`src/rtl/stopwatch_pkg.sv`:
```
// rtl/stopwatch_pkg.sv - shared state encodings and widths for the stopwatch controller
package stopwatch_pkg;

   localparam int STATE_W = 2;
   localparam int DIGITS  = 4;
   localparam int SEL_W   = $clog2(DIGITS);
   localparam int VAL_W   = 4;

   localparam logic [STATE_W-1:0] ST_IDLE   = 2'd0;
   localparam logic [STATE_W-1:0] ST_RUN    = 2'd1;
   localparam logic [STATE_W-1:0] ST_PAUSE  = 2'd2;
   localparam logic [STATE_W-1:0] ST_ADJUST = 2'd3;

endpackage

```
`src/rtl/pulse_div.sv`:
```
// rtl/pulse_div.sv - clock divider emitting a registered one-cycle pulse per wrap
module pulse_div #(
   parameter int DIV = 10
) (
   input  logic clk,
   input  logic rst_n,
   input  logic en,
   input  logic clr,
   output logic pulse
);

   localparam int W = $clog2(DIV);
   localparam logic [W-1:0] LAST = W'(DIV - 1);

   logic [W-1:0] cnt;

   // Count 0..DIV-1 while enabled and flag the wrap; clr restarts the period and drops any pulse
   always_ff @(posedge clk or negedge rst_n) begin
      if (!rst_n) begin
         cnt   <= '0;
         pulse <= 1'b0;
      end else if (clr) begin
         cnt   <= '0;
         pulse <= 1'b0;
      end else if (en) begin
         if (cnt == LAST) begin
            cnt   <= '0;
            pulse <= 1'b1;
         end else begin
            cnt   <= cnt + W'(1);
            pulse <= 1'b0;
         end
      end else begin
         pulse <= 1'b0;
      end
   end

endmodule

```
`src/rtl/stopwatch_ctrl.sv`:
```
// rtl/stopwatch_ctrl.sv - run/pause/adjust sequencer driving the stopwatch counter datapath
module stopwatch_ctrl
   import stopwatch_pkg::*;
#(
   parameter int DIV_TICK  = 100_000_000,
   parameter int DIV_BLINK = 25_000_000
) (
   input  logic               clk,
   input  logic               rst_n,
   input  logic               btn_reset,
   input  logic               btn_pause,
   input  logic               adj,
   input  logic [SEL_W-1:0]   sel,
   input  logic [VAL_W-1:0]   num,
   output logic               cnt_en,
   output logic               cnt_clr,
   output logic               adj_wr,
   output logic [SEL_W-1:0]   adj_sel,
   output logic [VAL_W-1:0]   adj_val,
   output logic               blink,
   output logic [STATE_W-1:0] state
);

   logic                btn_reset_q;
   logic                btn_pause_q;
   logic                rise_reset;
   logic                rise_pause;
   logic [STATE_W-1:0]  state_nxt;
   logic                wr_fire;
   logic                tick_en;
   logic                tick_clr;
   logic                blink_pulse;

   assign rise_reset = btn_reset & ~btn_reset_q;
   assign rise_pause = btn_pause & ~btn_pause_q;

   // A held adj switch outranks the pause button, so a write only happens while adj stays high
   assign wr_fire  = (state == ST_ADJUST) & adj & rise_pause & ~rise_reset;
   assign tick_en  = (state == ST_RUN);
   assign tick_clr = rise_reset | ((state == ST_IDLE) & ~adj & rise_pause);

   pulse_div #(.DIV(DIV_TICK)) u_tick_div (
      .clk   (clk),
      .rst_n (rst_n),
      .en    (tick_en),
      .clr   (tick_clr),
      .pulse (cnt_en)
   );

   pulse_div #(.DIV(DIV_BLINK)) u_blink_div (
      .clk   (clk),
      .rst_n (rst_n),
      .en    (1'b1),
      .clr   (1'b0),
      .pulse (blink_pulse)
   );

   // Next-state selection: reset button first, then the adj level, then the pause edge
   always_comb begin
      state_nxt = state;
      if (rise_reset) begin
         state_nxt = adj ? ST_ADJUST : ST_IDLE;
      end else if (adj) begin
         state_nxt = ST_ADJUST;
      end else begin
         case (state)
            ST_IDLE:   if (rise_pause) state_nxt = ST_RUN;
            ST_RUN:    if (rise_pause) state_nxt = ST_PAUSE;
            ST_PAUSE:  if (rise_pause) state_nxt = ST_RUN;
            default:   state_nxt = ST_PAUSE;
         endcase
      end
   end

   // Button history, FSM state, clear and write strobes, and the adjust-digit capture
   always_ff @(posedge clk or negedge rst_n) begin
      if (!rst_n) begin
         btn_reset_q <= 1'b0;
         btn_pause_q <= 1'b0;
         state       <= ST_IDLE;
         cnt_clr     <= 1'b0;
         adj_wr      <= 1'b0;
         adj_sel     <= '0;
         adj_val     <= '0;
      end else begin
         btn_reset_q <= btn_reset;
         btn_pause_q <= btn_pause;
         state       <= state_nxt;
         cnt_clr     <= rise_reset;
         adj_wr      <= wr_fire;
         if (wr_fire) begin
            adj_sel <= sel;
            adj_val <= num;
         end
      end
   end

   // Blink toggles on each blink-divider wrap inside ADJUST and is parked low everywhere else
   always_ff @(posedge clk or negedge rst_n) begin
      if (!rst_n) begin
         blink <= 1'b0;
      end else if (state_nxt != ST_ADJUST) begin
         blink <= 1'b0;
      end else if (blink_pulse) begin
         blink <= ~blink;
      end
   end

endmodule

```
`config.mk`:
```
export PLATFORM = sky130hd
export DESIGN_NAME = stopwatch_ctrl
export DESIGN_NICKNAME = d
export VERILOG_FILES = /design/src/rtl/stopwatch_pkg.sv /design/src/rtl/pulse_div.sv /design/src/rtl/stopwatch_ctrl.sv
export SDC_FILE = /design/constraint.sdc
export NUM_CORES = 1
export LEC_CHECK = 0
export CAP_MARGIN = 20
export CORE_MARGIN = 1
export CORE_UTILIZATION = 50
export CTS_CLUSTER_DIAMETER = 200
export DETAILED_ROUTE_END_ITERATION = 12
export PLACE_DENSITY_LB_ADDON = 0.05
export SLEW_MARGIN = 20
export SYNTH_ARGS = -nofsm -noshare
export SYNTH_HDL_FRONTEND = slang
export SYNTH_SLANG_ARGS = --single-unit
```
`constraint.sdc`:
```
create_clock -name clk -period 3.5 [get_ports clk]
set_input_delay 1.05 -clock clk [delete_from_list [all_inputs] [get_ports clk]]
set_output_delay 1.05 -clock clk [all_outputs]
set_load 0.03 [all_outputs]
```
* Word level (Yosys, flattened, before mapping) *
Cells that the tools add are included.

cells by class
  $add $sub $neg = 2
  equality and inequality tests = 6
  muxes and demuxes = 16
  bitwise logic cells = 13
  reduce and logical (&&, ||, !) cells = 4

operators with widths
  cell                                                                    count
  27-bit two-way mux                                                      3
  27-bit by 1-bit adder with 27-bit output (second input constant)        1
  27-bit equality test (second input constant)                            1
  25-bit by 1-bit adder with 25-bit output (second input constant)        1
  25-bit equality test (second input constant)                            1
  25-bit two-way mux                                                      1
  2-bit two-way mux                                                       5
  1-bit bitwise AND                                                       7
  1-bit two-way mux                                                       6
  1-bit NOT                                                               5
  2-bit equality test (second input constant)                             2
  2-bit one-hot mux with 2 select lines                                   1
  2-bit nonzero test                                                      2
  2-bit by 1-bit equality test with 1-bit output (second input constant)  1
  2-bit zero test                                                         1
  2-bit inequality test (second input constant)                           1
  2-bit OR reduction                                                      1
  1-bit bitwise OR                                                        1

storage, ports and cells
  register bits = 67
  input bits = 11
  output and inout bits = 12
  word-level logic and storage cells = 53

* Depth between registers and ports, before layout *
Gate-level depths: netlist of run 1.

  word-level depth = 8
  depth in mapped cells = 7
  mapped depth without buffers = 6

* Cells and area by module *
A second synthesis of run 1 with hierarchy kept.

second synthesis, totals
  cell total of the unflattened synthesis = 365
  area total of the unflattened synthesis = 3573.4 µm²

modules (own cells, without submodules)
  module                    instances  cells an instance  area each (µm²)  sequential area each (µm²)
  pulse_div at u_tick_div   1          163                1542.7           700.7
  pulse_div at u_blink_div  1          167                1505.2           650.6
  stopwatch_ctrl            1          35                 525.5            325.3

* Worst setup path after synthesis of run 1 *
OpenSTA, ideal clock, no wires.

  kind = input -> register
  from = in adj
  to = reg u_tick_div.cnt[24]
  library setup time = 77 ps
  data arrival time = 2627 ps
  required time = 3423 ps
  setup slack = 795 ps
  stages = 6
  path buffers = 1
  cell sequence = or4b_4 -> buf_6 -> a31oi_4 -> nand4_2 -> or4_1 -> a21oi_1

between the ends
  cells in the longest elaborated chain, start to end = 5
  elaborated cells between the ends (all ways) = 6
  those cells by class = 1 x mux; 4 x bitwise; 1 x reduce/logical

RTL lines
  what                                                             RTL line              RTL
  from (decl)                                                      stopwatch_ctrl.sv:12  input logic adj,
  1-bit NOT (*)                                                    stopwatch_ctrl.sv:40  assign tick_clr = rise_reset | ((state == ST_IDLE) & ~adj & rise_pause);
  1-bit bitwise AND (*) (2 in a row)                               stopwatch_ctrl.sv:40
  1-bit bitwise OR (*)                                             stopwatch_ctrl.sv:40
  27-bit two-way mux / 2-bit nonzero test (equally long branches)  --
  to (signal assigned)                                             pulse_div.sv:30       cnt <= cnt + W'(1);
  to (decl)                                                        pulse_div.sv:15       logic [W-1:0] cnt;

Mark *: on every way between the ends. The rest lies on a longest branch, timed or not.
A chain may end at the register's enable or synchronous reset.

* Worst setup path in the final report of run 1 *
Same ends and word-level chain as after synthesis.

==> results of run 1 <==
cell type report:
class                   instances  area [um^2]  share of cell area (%)
repair buffers                 28        260.3                   6.862
clock inverters                 2        10.01                  0.2639
flip-flops and latches         67         1677                   44.21
inverters                       4        15.01                  0.3959
multi-input cells             241         1565                   41.27
well taps                      77        96.34                   2.540
clock buffers                  13        168.9                   4.454
flip-flops by register name, indices dropped and copies added (netlist names):
register,count
u_tick_div.pulse,1
cnt_clr,1
adj_sel,2
adj_val,4
u_blink_div.pulse,1
btn_pause_q,1
state,2
adj_wr,1
btn_reset_q,1
u_blink_div.cnt,25
u_tick_div.cnt,27
blink,1
layout by cell type, fill, tap and decap left out, types with 3 or more instances in the layout:
cell type	count
nand3_1	19
and3_1	12
dfrtp_1	67
xor2_1	30
clkbuf_8	12
nor4bb_1	3
buf_4	6
or3_1	5
xnor2_1	8
and4_1	5
nor2_1	34
nand2_1	27
a21oi_1	6
and2_1	11
inv_1	4
nor4_1	5
o21bai_1	3
o21ai_0	9
clkdlybuf4s50_1	21
nand4_1	17
nor3_1	7
nor2b_1	3
mux2_2	6
layer usage:
metal,GRT usage [%],vias up,share of wire (%)
li1,-,1201,-
met1,27.20,1123,51
met2,31.52,26,46
met3,3.380,4,1.9
met4,7.524,0,0.64
met5,0,-,0
metrics by stage:
step	utilization [%]	instance area (um^2)	hold WS (ns)	power, mW	setup slack [ns]
final	59.38	3792	0.4663	1.620	0.5054
after global routing	59.38	3792	0.4910	1.692	0.3993
after CTS	59.38	3792	0.4735	1.641	0.5480
after detailed placement	56.58	3613	0.4597	1.051	0.2060
after global placement	56.58	3613	0.4563	1.047	0.2388
after floorplan	-	3313	0.4380	0.9595	0.7952
where the power goes:
part | total, mW | switching (mW) | internal, mW
clock network | 0.588 | 0.278 | 0.310
logic | 0.193 | 0.108 | 0.0856
registers | 0.838 | 0.0277 | 0.811
total | 1.62 | 0.413 | 1.21
worst max-delay path: cells and delay by family:
kind	cells	cell delay [ns]
buffers and inverters	1	0.48
AND/OR/NAND/NOR	2	0.87
AO/OA/AOI/OAI	3	0.79
kinds of logic after synthesis:
logic type | share of synthesized area (%)
buffers and inverters | 2.152
and+or+nand+nor | 26.62
xor gates and xnor gates | 10.05
AOI/OAI and AO/OA | 7.176
muxes | 2.643
adders and majority gates | 0.7552
DFF | 50.60
final timing paths:
kind	start	endpoint	cells past startpoint
setup / recovery	adj	u_tick_div.cnt[24]$_DFFE_PN0P_	6
hold reg to reg	u_blink_div.cnt[4]$_DFF_PN0_	u_blink_div.cnt[4]$_DFF_PN0_	1
min in group asynchronous	rst_n	u_tick_div.cnt[16]$_DFFE_PN0P_	1
max in group asynchronous	rst_n	u_blink_div.cnt[16]$_DFF_PN0_	2
setup reg to reg	state[1]$_DFF_PN0_	u_tick_div.cnt[24]$_DFFE_PN0P_	5
hold / removal	u_blink_div.cnt[4]$_DFF_PN0_	u_blink_div.cnt[4]$_DFF_PN0_	1
==> results.md, run 1 <==
- Pre-antenna DRT Iters: 4
- DIE AREA: between 6000 and 7000 um^2
- Post-DP HPWL: 4468 um
- Syn_nets: 334
- Mean Syn Cell Area: about 10 um^2
- CTS HTree Levels: 3
- TritonCTS clock tree: built
- Relative slew margins: 52.11%
- Layout net count: approximately 360
- Routability Congestion: 0.8554
- CP max stage delay: ~0.63 ns
- I/O pins: 23
- DRC: 0
- Synth-to-Final Area Change: 14.46%
- Die H: around 83 um
- RSZ-0062 raised after global routing: false
- Max Root-Sink Buffers: 2
- Power density cells: 427.0 nW/um^2
- Root Driver: clkbuf_8
- Slew @ Worst Pin: roughly 0.71 ns
- Minimum clock period: 2.995 ns
- Clock slew seen by the registers of the worst setup and hold paths: around 0.07 ns
- Cts repair resizes: 0
- Leakage Power: approximately 1.7 nW
- Synth top cells by count: 67 x dfrtp_1, 34 x nor2_1, 30 x xor2_1
- Worst EP arrival: approximately 3.2 ns
- Clock Latency Late Sink: roughly 0.33 ns
- EDFF count, synth: 0
- First-pass GRT wire length: 10,950 um
- Clock skew: a little over 0.008 ns
- CTS Sinks: 67
- Setup TNS: 0 ns
- Setup crit end kind: flop
- Yosys reg bits: 67
- # Post-CTS Setup Buffers: 0
- Detailed Route WL: roughly 6400 um
- CTS buffer count: 9
- Antenna cells: 0
- Share of the synthesized area in the top cell type: roughly 51%
- Post-synth ARST share: 100.0%
- DR WL/cell: 14.91 um
- Remaining antenna violation count after routing: 0
- Max-slew violations: 0
- Row count: 29
- Pin count of the biggest net entering global routing: 25
- Width of the die: approximately 83 um
- Worst hold path class: flop to flop
- Yosys warnings: 0
- Core region area: about 6400 um^2
- Hold buffer count at cts: 0
- Main area contributors after synthesis: dfrtp_1 51%, xor2_1 7.9%, nor2_1 3.9%, nand4_1 3.2%, nand2_1 3.1%
- Via Count: between 2,000 and 2,500
- CP Launch Type: input port
- Initial Util: between 50% and 60%
- CP required: between 3 and 4 ns
- 1st-iter DRT viols: between 100 and 150
- Count leader, synth: dfrtp_1
- Layout cells sized above 1: between 10% and 20%
- Yosys top cell by area: dfrtp_1
- Count of final hold-check violations: 0
- Peak Freq: 333.9 MHz
- Worst path cell trace: clkdlybuf4s50_1, or4b_4, a311oi_1, nand3_1, o31ai_1, a21oi_1
- DR vias/cell: between 5 and 6
- # port buffers: 22
- Total GRT Usage: 19.81%
- Global route overflow: 0
- Sequential area share after synthesis: between 50% and 60%
- Number of global-route vias before repair: between 2,000 and 2,500
- Synth Flop Type: dfrtp_1
- Worst Path Max Fanout: 6
- Initial antenna violation count: 0
- Max VDD drop: approximately 0.29 mV
- MaxCap Viol Count: 0
- Netlist cell types: 49
- Post-Syn Area: between 3000 and 4000 um^2
- CP max stage cell: or4b_4
- Status: finished clean
- Cells after Synth: between 300 and 400
- CP Class: input port to flop
- R2R Setup Slk: between 1 and 1.5 ns
- Final setup viols: 0
- # placed instances: around 420
- Filler cells: around 590
- Final worst path period share: ~86%
- Fin cells: 432
No activity file was read; power rests on OpenSTA's default activity.
==> run 2, diff against run 1 <==
--- a/config.mk
+++ b/config.mk
@@ -6,8 +6,9 @@
 export NUM_CORES = 1
 export LEC_CHECK = 0
 export CAP_MARGIN = 20
+export CORE_ASPECT_RATIO = 0.75
 export CORE_MARGIN = 1
-export CORE_UTILIZATION = 50
+export CORE_UTILIZATION = 55
 export CTS_CLUSTER_DIAMETER = 200
 export DETAILED_ROUTE_END_ITERATION = 12
 export PLACE_DENSITY_LB_ADDON = 0.05
==> results.md, run 2 (synthesis results as in run 1) <==
- Max-slew violations: 0 (unchanged)
- Worst Path Max Fanout: 6 (unchanged)
- Count of final hold-check violations: 0 (unchanged)
- Wl on met1: 3422 um (+3.6%)
- Hold buffer count at cts: 0 (unchanged)
- First-pass GRT wire length: 11,340 um (+3.5%)
- Setup TNS: 0 ns (unchanged)
- CP Class: input port to flop
- Pre-CTS setup slack: 0.1983 ns (-0.007736 ns)
- Max VDD drop: 0.3772 mV (+32%)
- Top sig layer: met4
- Antenna cells: 0 (unchanged)
- Clock skew: 0.005452 ns (-0.002861 ns)
- Remaining antenna violation count after routing: 0 (unchanged)
- Global route overflow: 0 (unchanged)
- DIE AREA: 6341 um^2 (-8.8%)
- Die H: 69.22 um (-17%)
- Hold Slack: 0.4695 ns (+0.003192 ns)
- Final setup viols: 0 (unchanged)
- Worst hold path class: flop to flop
- Final worst path period share: 84.92% (-0.64 points)
- CP Launch Type: input port
- DRC: 0 (unchanged)
- Number of flip-flops in the largest register: 27 (unchanged)
- Layout cells sized above 1: 10.92% (+0.50 points)
- Routed wl met3: 328 um (+160%)
- Number of global-route vias before repair: 2,327 (+1.4%)
- DR vias/cell: 5.630 (+3.3%)
- Biggest regs: u_tick_div.cnt (27), u_blink_div.cnt (25), adj_val (4)
- Initial antenna violation count: 0 (unchanged)
- Max Root-Sink Buffers: 2 (unchanged)
- Power density cells: 428.4 nW/um^2 (+0.31%)
- Worst EP arrival: 3.18 ns (about the same)
- Cts repair resizes: 0 (unchanged)
- Synth-to-Final Area Change: 15.67%
- TritonCTS clock tree: built
- Core region area: 5826 um^2 (-8.8%)
- DR WL/cell: 15.02 um (+0.70%)
- CTS Sinks: 67 (unchanged)
- Status: finished clean
- Total power: 1.642 mW (+1.4%)
- Setup crit end kind: flop
- Most common cell after layout, fill and taps aside: dfrtp_1
- Relative slew margins: 47.66% (-4.4 points)
- CP required: 3.70 ns (about the same)
- Top reg by flops: u_tick_div.cnt
- Setup ws final: 0.5278 ns (+0.02236 ns)
- # port buffers: 22 (unchanged)
- Peak Freq: 336.4 MHz (+0.75%)
- 1st-iter DRT viols: 126 (+11%)
- I/O pins: 23 (unchanged)
- Slew @ Worst Pin: 0.7779 ns (+0.06613 ns)
- Clock slew seen by the registers of the worst setup and hold paths: 0.07 ns (about the same)
- Root Driver: clkbuf_8
- Via Count: 2,449 (+4.0%)
- # Post-CTS Setup Buffers: 0 (unchanged)
- Minimum clock period: 2.972 ns (-0.02236 ns)
- Row count: 24 (-17%)
- Width of the die: 91.62 um (+9.9%)
- Total GRT Usage: 23.13% (+3.3 points)
- CTS HTree Levels: 3 (unchanged)
- Routability Congestion: 0.8132 (-4.9%)
- Leading cell types in the layout, fill and taps excluded: 67 x dfrtp_1, 34 x nor2_1, 30 x xor2_1
- Finished Cell Area: 3832 um^2 (+1.1%)
- WL met2: 2743 um (-7.7%)
- Clock Latency Late Sink: 0.32 ns (about the same)
- Post-DP HPWL: 4660 um (+4.3%)
- Pin count of the biggest net entering global routing: 41 (+64%)
- RSZ-0062 raised after global routing: false
- Layout net count: 365 (+0.27%)
- Initial Util: 56.87% (+5.0 points)
- Leakage Power: 1.696 nW (+0.87%)
- Detailed Route WL: 6532 um (+1.4%)
- Pre-antenna DRT Iters: 4 (unchanged)
- CTS buffer count: 9 (unchanged)
- Post-place instance area: 3641 um^2 (+0.76%)
- MaxCap Viol Count: 0 (unchanged)
[run 2: path summary, 6_finish.rpt]
check | slack [ns] | cells after the start | start | end
max in group asynchronous | 2.13 | 2 | rst_n | u_tick_div.cnt[6]$_DFFE_PN0P_
min reg2reg | 0.47 | 1 | u_blink_div.cnt[4]$_DFF_PN0_ | u_blink_div.cnt[4]$_DFF_PN0_
min in group asynchronous | 0.74 | 1 | rst_n | u_blink_div.cnt[24]$_DFF_PN0_
max | 0.53 | 6 | adj | u_tick_div.cnt[24]$_DFFE_PN0P_
min | 0.47 | 1 | u_blink_div.cnt[4]$_DFF_PN0_ | u_blink_div.cnt[4]$_DFF_PN0_
max reg2reg | 1.33 | 5 | state[1]$_DFF_PN0_ | u_tick_div.cnt[24]$_DFFE_PN0P_
[run 2: metrics by stage]
stage,std cells,util (%)
finish,435,65.79
global route,435,65.79
CTS,435,65.79
detailed placement,419,62.50
global placement,419,62.50
floorplan,321,-
[run 2: worst max-delay path, cell delays in order]
cell and delay (ns):
clkdlybuf4s50_1 0.47, or4b_4 0.62, a311oi_1 0.43, nand3_1 0.23
o31ai_1 0.27, a21oi_1 0.09
[run 2: routing by layer]
| layer | GRT usage (%) | vias to the layer above |
|---|---|---|
| met2 | 31.58 | 55 |
| met4 | 6.526 | 0 |
| met1 | 35.72 | 1185 |
| met3 | 6.689 | 4 |
| met5 | 0 | - |
| li1 | - | 1205 |
[run 2: power breakdown]
group          switching (mW)  internal, mW  leakage, nW
logic                   0.110        0.0882        0.701
registers              0.0290         0.811        0.895
clock network           0.269         0.335       0.0997
total                   0.408          1.23         1.70
[run 2: cell type report]
type                    instances  area [um^2]
clock buffers                  15        186.4
flip-flops and latches         67         1677
repair buffers                 29        280.3
inverters                       4        15.01
multi-input cells             241         1572
fillers                       468         1993
clock inverters                 1        5.005
well taps                      78        97.59
==> run 3, diff against run 2 <==
==> constraint.sdc (replaced) <==
create_clock -name clk -period 3.1 [get_ports clk]
set_input_delay 0.93 -clock clk [delete_from_list [all_inputs] [get_ports clk]]
set_output_delay 0.93 -clock clk [all_outputs]
set_load 0.03 [all_outputs]
==> results.md, run 3 (synthesis results as in run 1) <==
- CP Class: input port to flop
- Minimum clock period: between 2 and 3 ns
- Setup ws final: 0.3010 ns (-0.2268 ns)
- CTS buffer count: 9 (unchanged)
- Initial antenna violation count: 0 (unchanged)
- Pre-CTS setup slack: -0.01535 ns (-0.2137 ns)
- Via Count: 2,494 (+1.8%)
- Leakage Power: 1.708 nW (+0.70%)
- Pin count of the biggest net entering global routing: 41 (unchanged)
- First-pass GRT wire length: 11,630 um (+2.6%)
- Max VDD drop: 0.4107 mV (+8.9%)
- Antenna cells: 0 (unchanged)
- Setup crit end kind: flop
- Detailed Route WL: 6695 um (+2.5%)
- 1st-iter DRT viols: 144 (+14%)
- # port buffers: 22 (unchanged)
- Root Driver: clkbuf_8
- CTS Sinks: 67 (unchanged)
- Status: finished clean
- # placed instances: 424 (+1.2%)
- Leading cell types in the layout, fill and taps excluded: 67 x dfrtp_1, 34 x nor2_1, 30 x xor2_1
- Cts repair resizes: 0 (unchanged)
- # Post-CTS Setup Buffers: 0 (unchanged)
- DRC: 0 (unchanged)
- Relative slew margins: 56.93% (+9.3 points)
- CP required: 3.32 ns (-0.38 ns)
- Fin cells: 439 (+0.92%)
- Setup TNS: 0 ns (unchanged)
- DR vias/cell: 5.681 (+0.91%)
- Count of final hold-check violations: 0 (unchanged)
- Biggest regs: u_tick_div.cnt (27), u_blink_div.cnt (25), adj_val (4)
- Routability Congestion: 0.8270 (+1.7%)
- Remaining antenna violation count after routing: 0 (unchanged)
- Max Root-Sink Buffers: 2 (unchanged)
- R2R Setup Slk: 0.87 ns (-0.46 ns)
- CP Launch Type: input port
- CP max stage delay: 0.54 ns (-0.08 ns)
- Pre-antenna DRT Iters: 5 (+1)
- CTS HTree Levels: 3 (unchanged)
- TritonCTS clock tree: built
- Slew @ Worst Pin: 0.6410 ns (-0.1368 ns)
- Power density cells: 480.2 nW/um^2 (+12%)
- Worst Reg-to-Reg Cells: 5 (unchanged)
- Layout net count: 370 (+1.4%)
- Most common cell after layout, fill and taps aside: dfrtp_1
- DIE AREA: 6341 um^2 (unchanged)
- I/O pins: 23 (unchanged)
- MaxCap Viol Count: 0 (unchanged)
- Row count: 24 (unchanged)
- Reg2reg start: state[1]$_DFF_PN0_
- Clock skew: 0.008083 ns (+0.002631 ns)
- Critical Path Start: btn_pause
- Max-slew violations: 0 (unchanged)
- Worst EP arrival: 3.02 ns (-0.16 ns)
- Layout cells sized above 1: 12.47% (+1.5 points)
- Clock Latency Late Sink: 0.35 ns (+0.03 ns)
- RSZ-0062 raised after global routing: false
- Core region area: 5826 um^2 (unchanged)
- Number of global-route vias before repair: 2,363 (+1.5%)
- Synth-to-Final Area Change: 16.69%
- Filler cells: 473 (+1.1%)
- Total GRT Usage: 24.04% (+0.91 points)
- Peak Freq: 357.3 MHz
- Width of the die: 91.62 um (unchanged)
- Area occupied by multi-input gates: 1572 um^2 (unchanged)
- Top reg by flops: u_tick_div.cnt
- Layout Utilization: 66.37% (+0.58 points)
- Clock slew seen by the registers of the worst setup and hold paths: 0.07 ns (about the same)
- CP endpoint: u_tick_div.cnt[24]$_DFFE_PN0P_
- Number of flip-flops in the largest register: 27 (unchanged)
- Post-DP HPWL: 4756 um (+2.1%)
- Total power: 1.857 mW (+13%)
- Worst Path Max Fanout: 6 (unchanged)
- Global route overflow: 0 (unchanged)
- CP max stage cell: or4b_4
- Final worst path period share: about nine tenths
- Final setup viols: 0 (unchanged)
- Worst path cell trace: clkdlybuf4s50_1, or4b_4, a311oi_1, nand3_1, o31ai_1, a21oi_1
- RR Endpoint: u_tick_div.cnt[24]$_DFFE_PN0P_
- Initial Util: 56.87% (unchanged)
- DR WL/cell: 15.25 um (+1.6%)
- Hold buffer count at cts: 0 (unchanged)
- Worst hold path class: flop to flop
- Die H: 69.22 um (unchanged)
- Sequential cell area: 1677 um^2 (unchanged)
## run 3: worst max-delay path, delay by kind of cell
| kind | cells | cell delay (ns) |
|---|---|---|
| AO/OA/AOI/OAI | 3 | 0.84 |
| AND/OR/NAND/NOR | 2 | 0.77 |
| buffers and inverters | 1 | 0.49 |
## run 3: report_power, final
part / internal, mW / switching, mW
sequential: 0.915 / 0.0311
combinational: 0.104 / 0.128
clock: 0.351 / 0.327
total: 1.37 / 0.486
## run 3: how the worst min path moves through the flow
| stage | from | end | slack [ns] | cells after the start |
|---|---|---|---|---|
| final | u_blink_div.cnt[4]$_DFF_PN0_ | u_blink_div.cnt[4]$_DFF_PN0_ | 0.47 | 1 |
| after floorplan | u_blink_div.cnt[4]$_DFF_PN0_ | u_blink_div.cnt[4]$_DFF_PN0_ | 0.44 | 1 |
| after global routing | adj_val[1]$_DFFE_PN0P_ | adj_val[1]$_DFFE_PN0P_ | 0.53 | 1 |
| after global placement | u_blink_div.cnt[4]$_DFF_PN0_ | u_blink_div.cnt[4]$_DFF_PN0_ | 0.46 | 1 |
| after detailed placement | u_blink_div.cnt[4]$_DFF_PN0_ | u_blink_div.cnt[4]$_DFF_PN0_ | 0.46 | 1 |
| after CTS | u_blink_div.cnt[4]$_DFF_PN0_ | u_blink_div.cnt[4]$_DFF_PN0_ | 0.47 | 1 |
## run 3: final cells by class
cell class	instances	area share (%)
inverters	4	0.3883
clock inverters	3	0.5825
clock buffers	12	4.272
well taps	78	2.524
multi-input cells	241	40.65
repair buffers	34	8.220
flip-flops and latches	67	43.37
## run 3: per-stage QoR
stage / area (um^2) / hold WS [ns]
final: 3866 / 0.4699
after detailed placement: 3679 / 0.4603
after global placement: 3679 / 0.4614
after global routing: 3866 / 0.5286
after CTS: 3866 / 0.4740
after floorplan: 3313 / 0.4380
## run 3: metal layers
metal  track usage [%]  routed length, um  up-vias  part of all wire [%]
met3             8.224                330        6                   4.9
met1             36.80               3562     1212                    53
met2             31.33               2725       57                    41
met4             8.466                 77        0                   1.2
li1                  -                  -     1219                     -
met5                 0                  0        -                     0
